### src/rtl/ifu32.sv
// ifu32: single-outstanding instruction fetch unit with redirect handling.
// Optional misaligned-target fault state enabled by IFU32_MISALIGN_CHECK_EN.
module ifu32 #(
   parameter int WIDTH = 32,
   parameter logic [WIDTH-1:0] RESET_PC = 32'h8000_0000
) (
   input  logic             clk,
   input  logic             rst_n,
   input  logic             redirect_valid,
   input  logic [WIDTH-1:0] redirect_pc,
   output logic             imem_req,
   output logic [WIDTH-1:0] imem_addr,
   input  logic             imem_ack,
   input  logic [WIDTH-1:0] imem_rdata,
   output logic             inst_valid,
   output logic [WIDTH-1:0] inst,
   output logic [WIDTH-1:0] inst_pc,
   input  logic             inst_ready,
   output logic             fault
);
   typedef enum logic [1:0] {
      FETCH,
      HOLD,
      DROP
`ifdef IFU32_MISALIGN_CHECK_EN
      , FAULT
`endif
   } state_t;
   state_t state, state_n, land;
   logic [WIDTH-1:0] pc, pc_n, drop_addr, drop_addr_n, tgt, dest;
   logic capture;
   assign dest = redirect_valid ? tgt : pc;
`ifdef IFU32_MISALIGN_CHECK_EN
   logic tgt_ok;
   assign tgt = redirect_pc;
   assign tgt_ok = ~|redirect_pc[1:0];
   assign land = |dest[1:0] ? FAULT : FETCH;
   assign fault = state == FAULT;
`else
   assign tgt = redirect_pc & ~WIDTH'(3);
   assign land = dest[0] ? FETCH : FETCH;
   assign fault = 1'b0;
`endif
   assign imem_req = rst_n && (state == FETCH || state == DROP);
   // DROP keeps presenting the abandoned request's address until its ack
   assign imem_addr = state == DROP ? drop_addr : pc;
   assign inst_valid = state == HOLD;
   assign capture = state == FETCH && imem_ack && !redirect_valid;
   always_ff @(posedge clk or negedge rst_n) begin
      if (!rst_n) begin
         state <= FETCH;
         pc <= RESET_PC;
         drop_addr <= '0;
         inst <= '0;
         inst_pc <= '0;
      end else begin
         state <= state_n;
         pc <= pc_n;
         drop_addr <= drop_addr_n;
         if (capture) begin
            inst <= imem_rdata;
            inst_pc <= pc;
         end
      end
   end
   always_comb begin
      state_n = state;
      pc_n = pc;
      drop_addr_n = drop_addr;
      case (state)
         FETCH: begin
            if (redirect_valid) begin
               pc_n = tgt;
               drop_addr_n = pc;
               state_n = imem_ack ? land : DROP;
            end else if (imem_ack) begin
               state_n = HOLD;
            end
         end
         HOLD: begin
            if (redirect_valid) begin
               pc_n = tgt;
               state_n = land;
            end else if (inst_ready) begin
               pc_n = pc + WIDTH'(4);
               state_n = FETCH;
            end
         end
         DROP: begin
            pc_n = dest;
            state_n = imem_ack ? land : DROP;
         end
`ifdef IFU32_MISALIGN_CHECK_EN
         FAULT: begin
            if (redirect_valid && tgt_ok) begin
               pc_n = tgt;
               state_n = FETCH;
            end
         end
`endif
         default: state_n = FETCH;
      endcase
   end
endmodule

### config.mk
export PLATFORM = sky130hd
export DESIGN_NAME = ifu32
export DESIGN_NICKNAME = d
export VERILOG_FILES = /design/src/rtl/ifu32.sv
export SDC_FILE = /design/constraint.sdc
export NUM_CORES = 1
export LEC_CHECK = 0
export CORE_ASPECT_RATIO = 1.4
export CORE_MARGIN = 1
export CORE_UTILIZATION = 44
export CTS_CLUSTER_DIAMETER = 200
export DETAILED_ROUTE_END_ITERATION = 10
export PLACE_DENSITY = 0.81
export SETUP_SLACK_MARGIN = 0.3
export SKIP_CTS_REPAIR_TIMING = 1
export SLEW_MARGIN = 25
export SYNTH_ARGS = -nofsm -noshare
export SYNTH_HDL_FRONTEND = slang
export SYNTH_SLANG_ARGS = --single-unit
### constraint.sdc
create_clock -name clk -period 2.16 [get_ports clk]
set_clock_uncertainty 0.05 [all_clocks]
set_input_delay 0.432 -clock clk [delete_from_list [all_inputs] [get_ports clk]]
set_output_delay 0.432 -clock clk [all_outputs]
set_load 0.01 [all_outputs]
==> flow_summary_export.csv <==
group,metric,value,unit
placed_design,gp_congestion,0.9180,
clock_tree,cts_buffers,17,
setup_path,required,1.68,ns
synthesis,synthTopCellsByArea,"dfrtp_1, mux2_2, a21oi_1, o21ai_0, nand2_1",
clock_tree,cts_root_buffer,"clkbuf_16",
setup_path,ff2ff_setup_slack,0.06,ns
final_layout,antennaDiodeCount,0,
power,power.leakage,4.313,nW
clock_tree,cts_tree,"yes",
detailed_routing,drt-total-wl,21380,microns
clock_tree,clock-sinks,124,
status,status,"finished with violations",
global_route,grtUsageTotal,24.69,%
hold_path,hold_class,"primary input to asynchronous set/reset pin",
power,ir_drop,632.2,uV
timing,min_period,2.212,ns
clock_tree,clk_pin_slew_worst_paths,0.06,ns
timing,max_freq,452.0,MHz
final_layout,multi_input_area,3243,sq um
die,core,13000,sq um
die,die_x,100.2,microns
placed_design,dp_slack,-0.1536,ns
detailed_routing,firstDrtPassIters,5,
global_route,antenna_found_initial,0,
detailed_routing,drt-initial-drc-count,405,
timing,period_share,102.4,%
setup_path,cp_max_fo,6,
synthesis,synthFlopType,"dfrtp_1",
power,power.total,10.27,mW
placed_design,dp_hpwl,11580,microns
synthesis,synthArstFlopShare,100.0,%
timing,relSlewSlack,50.61,%
setup_path,r2r_end,"inst[14]",
final_layout,syn2layout_area_growth,65.47,%
final_layout,seq_area,3110,sq um
timing,tightest_slew,0.7409,ns
detailed_routing,vias_per_cell,5.952,
synthesis,synth_cell_types,54,
final_layout,final_area,9834,sq um
detailed_routing,drc,0,
synthesis,seq_area_frac_synth,52.23,%
synthesis,syn_area,5943,sq um
power,power.density,1044,nW/um^2
status,violations,"hold timing, setup timing",
setup_path,arrival,1.73,ns
timing,finalHoldViolCount,4,
final_layout,drive_gt1_share,42.78,%
setup_path,rr_startpoint,"state[0]",
global_route,grt_overflow,0,
global_route,grt_pass1_vias,5188,
clock_tree,cts_buffer_depth,2,
synthesis,syn_area_per_cell,11.68,sq um
timing,hold_ws,-0.009451,ns
synthesis,yosysWarnings,0,
synthesis,yosysMostFrequentCell,"dfrtp_1",
setup_path,crit_chain,"nor2b_4 -> buf_12 -> clkbuf_16 -> mux2_4 -> buf_6",
synthesis,synth_edf_count,0,
die,initial_core_util,45.73,%
detailed_routing,num_vias,5470,
placed_design,portBuffers,160,
die,die_area,13980,sq um
final_layout,final_nets,798,
placed_design,placed_area,8066,sq um
clock_tree,clock_latency,0.42,ns
synthesis,ys_top_cells_by_count,"dfrtp_1, mux2_2, nand2_1, a21oi_1, o21ai_0",
synthesis,post-synth-top-area-cell,"dfrtp_1",
run,drv_cap,0,
synthesis,synth_top_area_share,51.79,%
timing,setup_slack,-0.05225,ns
synthesis,synth-seq-cells,124,
global_route,grt_pass1_wl,26500,microns
setup_path,rr_worst_depth,7,
setup_path,start_kind,"register",
timing,finalSetupViolCount,27,
timing,rsz0062_at_grt,"true",
setup_path,cp-end-kind,"output pin",
detailed_routing,ant_nets,0,
final_layout,nFillCells,762,
final_layout,final_util,75.66,%
clock_tree,cts_htree_levels,4,
die,die_h,139.5,microns
timing,drv_slew,0,
synthesis,synthCells,509,
setup_path,slowest_stage,"dfrtp_1",
setup_path,cp_slowest_stage_delay,0.40,ns
die,rows,49,
die,ioPinCount,168,
setup_path,path_class,"register to output pin",
global_route,grt_max_degree,125,
detailed_routing,wl_per_cell,23.26,microns
## placed cells by master, fill, tap and decap left out, drive strengths merged, types with 5 or more instances in the layout
cell           synthesis  layout
dfrtp                123     123
clkdlybuf4s50          0     121
mux2                 119     119
buf                   23     103
clkbuf                24      31
nand2                 30      30
a21oi                 28      29
o21ai                 25      25
nor2                  20      20
nand3                 12      12
and3                  11      11
nor3                  10      10
nand4                  9       9
bufinv                 0       7
or3                    7       7
dlymetal6s2s           0       6
a211oi                 5       5
o22ai                  5       5
mux2i                  5       5
conb                   1       5
nor4                   5       5
nor2b                  5       5
## cell families (layout without fill, tap and decap cells)
group                    Yosys count  count (layout)  synth area share, %
buffers and inverters             50             277                4.042
AND/OR/NAND/NOR                  118             118                10.59
flip-flops                       124             124                52.23
AO/OA/AOI/OAI                     91              92                9.474
other                              1               5              0.06310
multiplexers                     124             124                23.39
adder cells (fa/ha/maj)            1               1               0.2105
## per-layer routing
layer | vias to the layer above | GRT usage (%) | share of wire, %
met5 | - | 0 | 0
met4 | 0 | 12.89 | 5.7
met3 | 108 | 4.621 | 6.2
met2 | 357 | 44.27 | 52
met1 | 2720 | 27.28 | 36
li1 | 2285 | - | -
## worst max-delay path by stage
stage	start	to	slack, ns	depth (start not counted)
detailed placement	redirect_valid	pc[12]	-0.15	7
global route	state[0]	imem_addr[26]	-0.09	5
CTS	state[0]	imem_addr[21]	-0.40	4
global placement	redirect_valid	pc[9]	-0.09	7
floorplan	pc[10]	pc[29]	0.20	8
finish	state[0]	imem_addr[3]	-0.05	5
## layout make-up
cell class	count	area share, %
repair buffers	242	25.75
flip-flops and latches	124	31.63
clock buffers	19	4.606
inverters	3	0.1145
well taps	178	2.265
clock inverters	13	2.659
multi-input cells	340	32.98
## state kept, by name, summed over array words and instances (netlist names)
| name | flops |
|---|---|
| inst | 32 |
| drop_addr | 30 |
| pc | 30 |
| state | 2 |
| inst_pc | 30 |
## per-stage QoR
stage | TNS, ns | hold WS, ns | instances
finish | -0.8379 | -0.009451 | 919
global route | -1.756 | 0.1365 | 919
CTS | -11.02 | 0.1158 | 886
detailed placement | -4.431 | 0.4432 | 854
global placement | -1.129 | 0.4335 | 854
floorplan | 0 | 0.08641 | 513
## critical path, delay by kind of cell, from the launching register on
kind,cells,cell delay [ns]
buffers and inverters,3,0.45
flip-flops,1,0.40
multiplexers,1,0.31
AND/OR/NAND/NOR,1,0.14
## power by group
group	switching [mW]	internal (mW)	leakage [nW]
clock network	1.12	2.35	0.344
registers	0.457	2.93	1.44
logic	1.33	2.08	2.53
total	2.90	7.36	4.31
(Power assumes the default switching activity.)
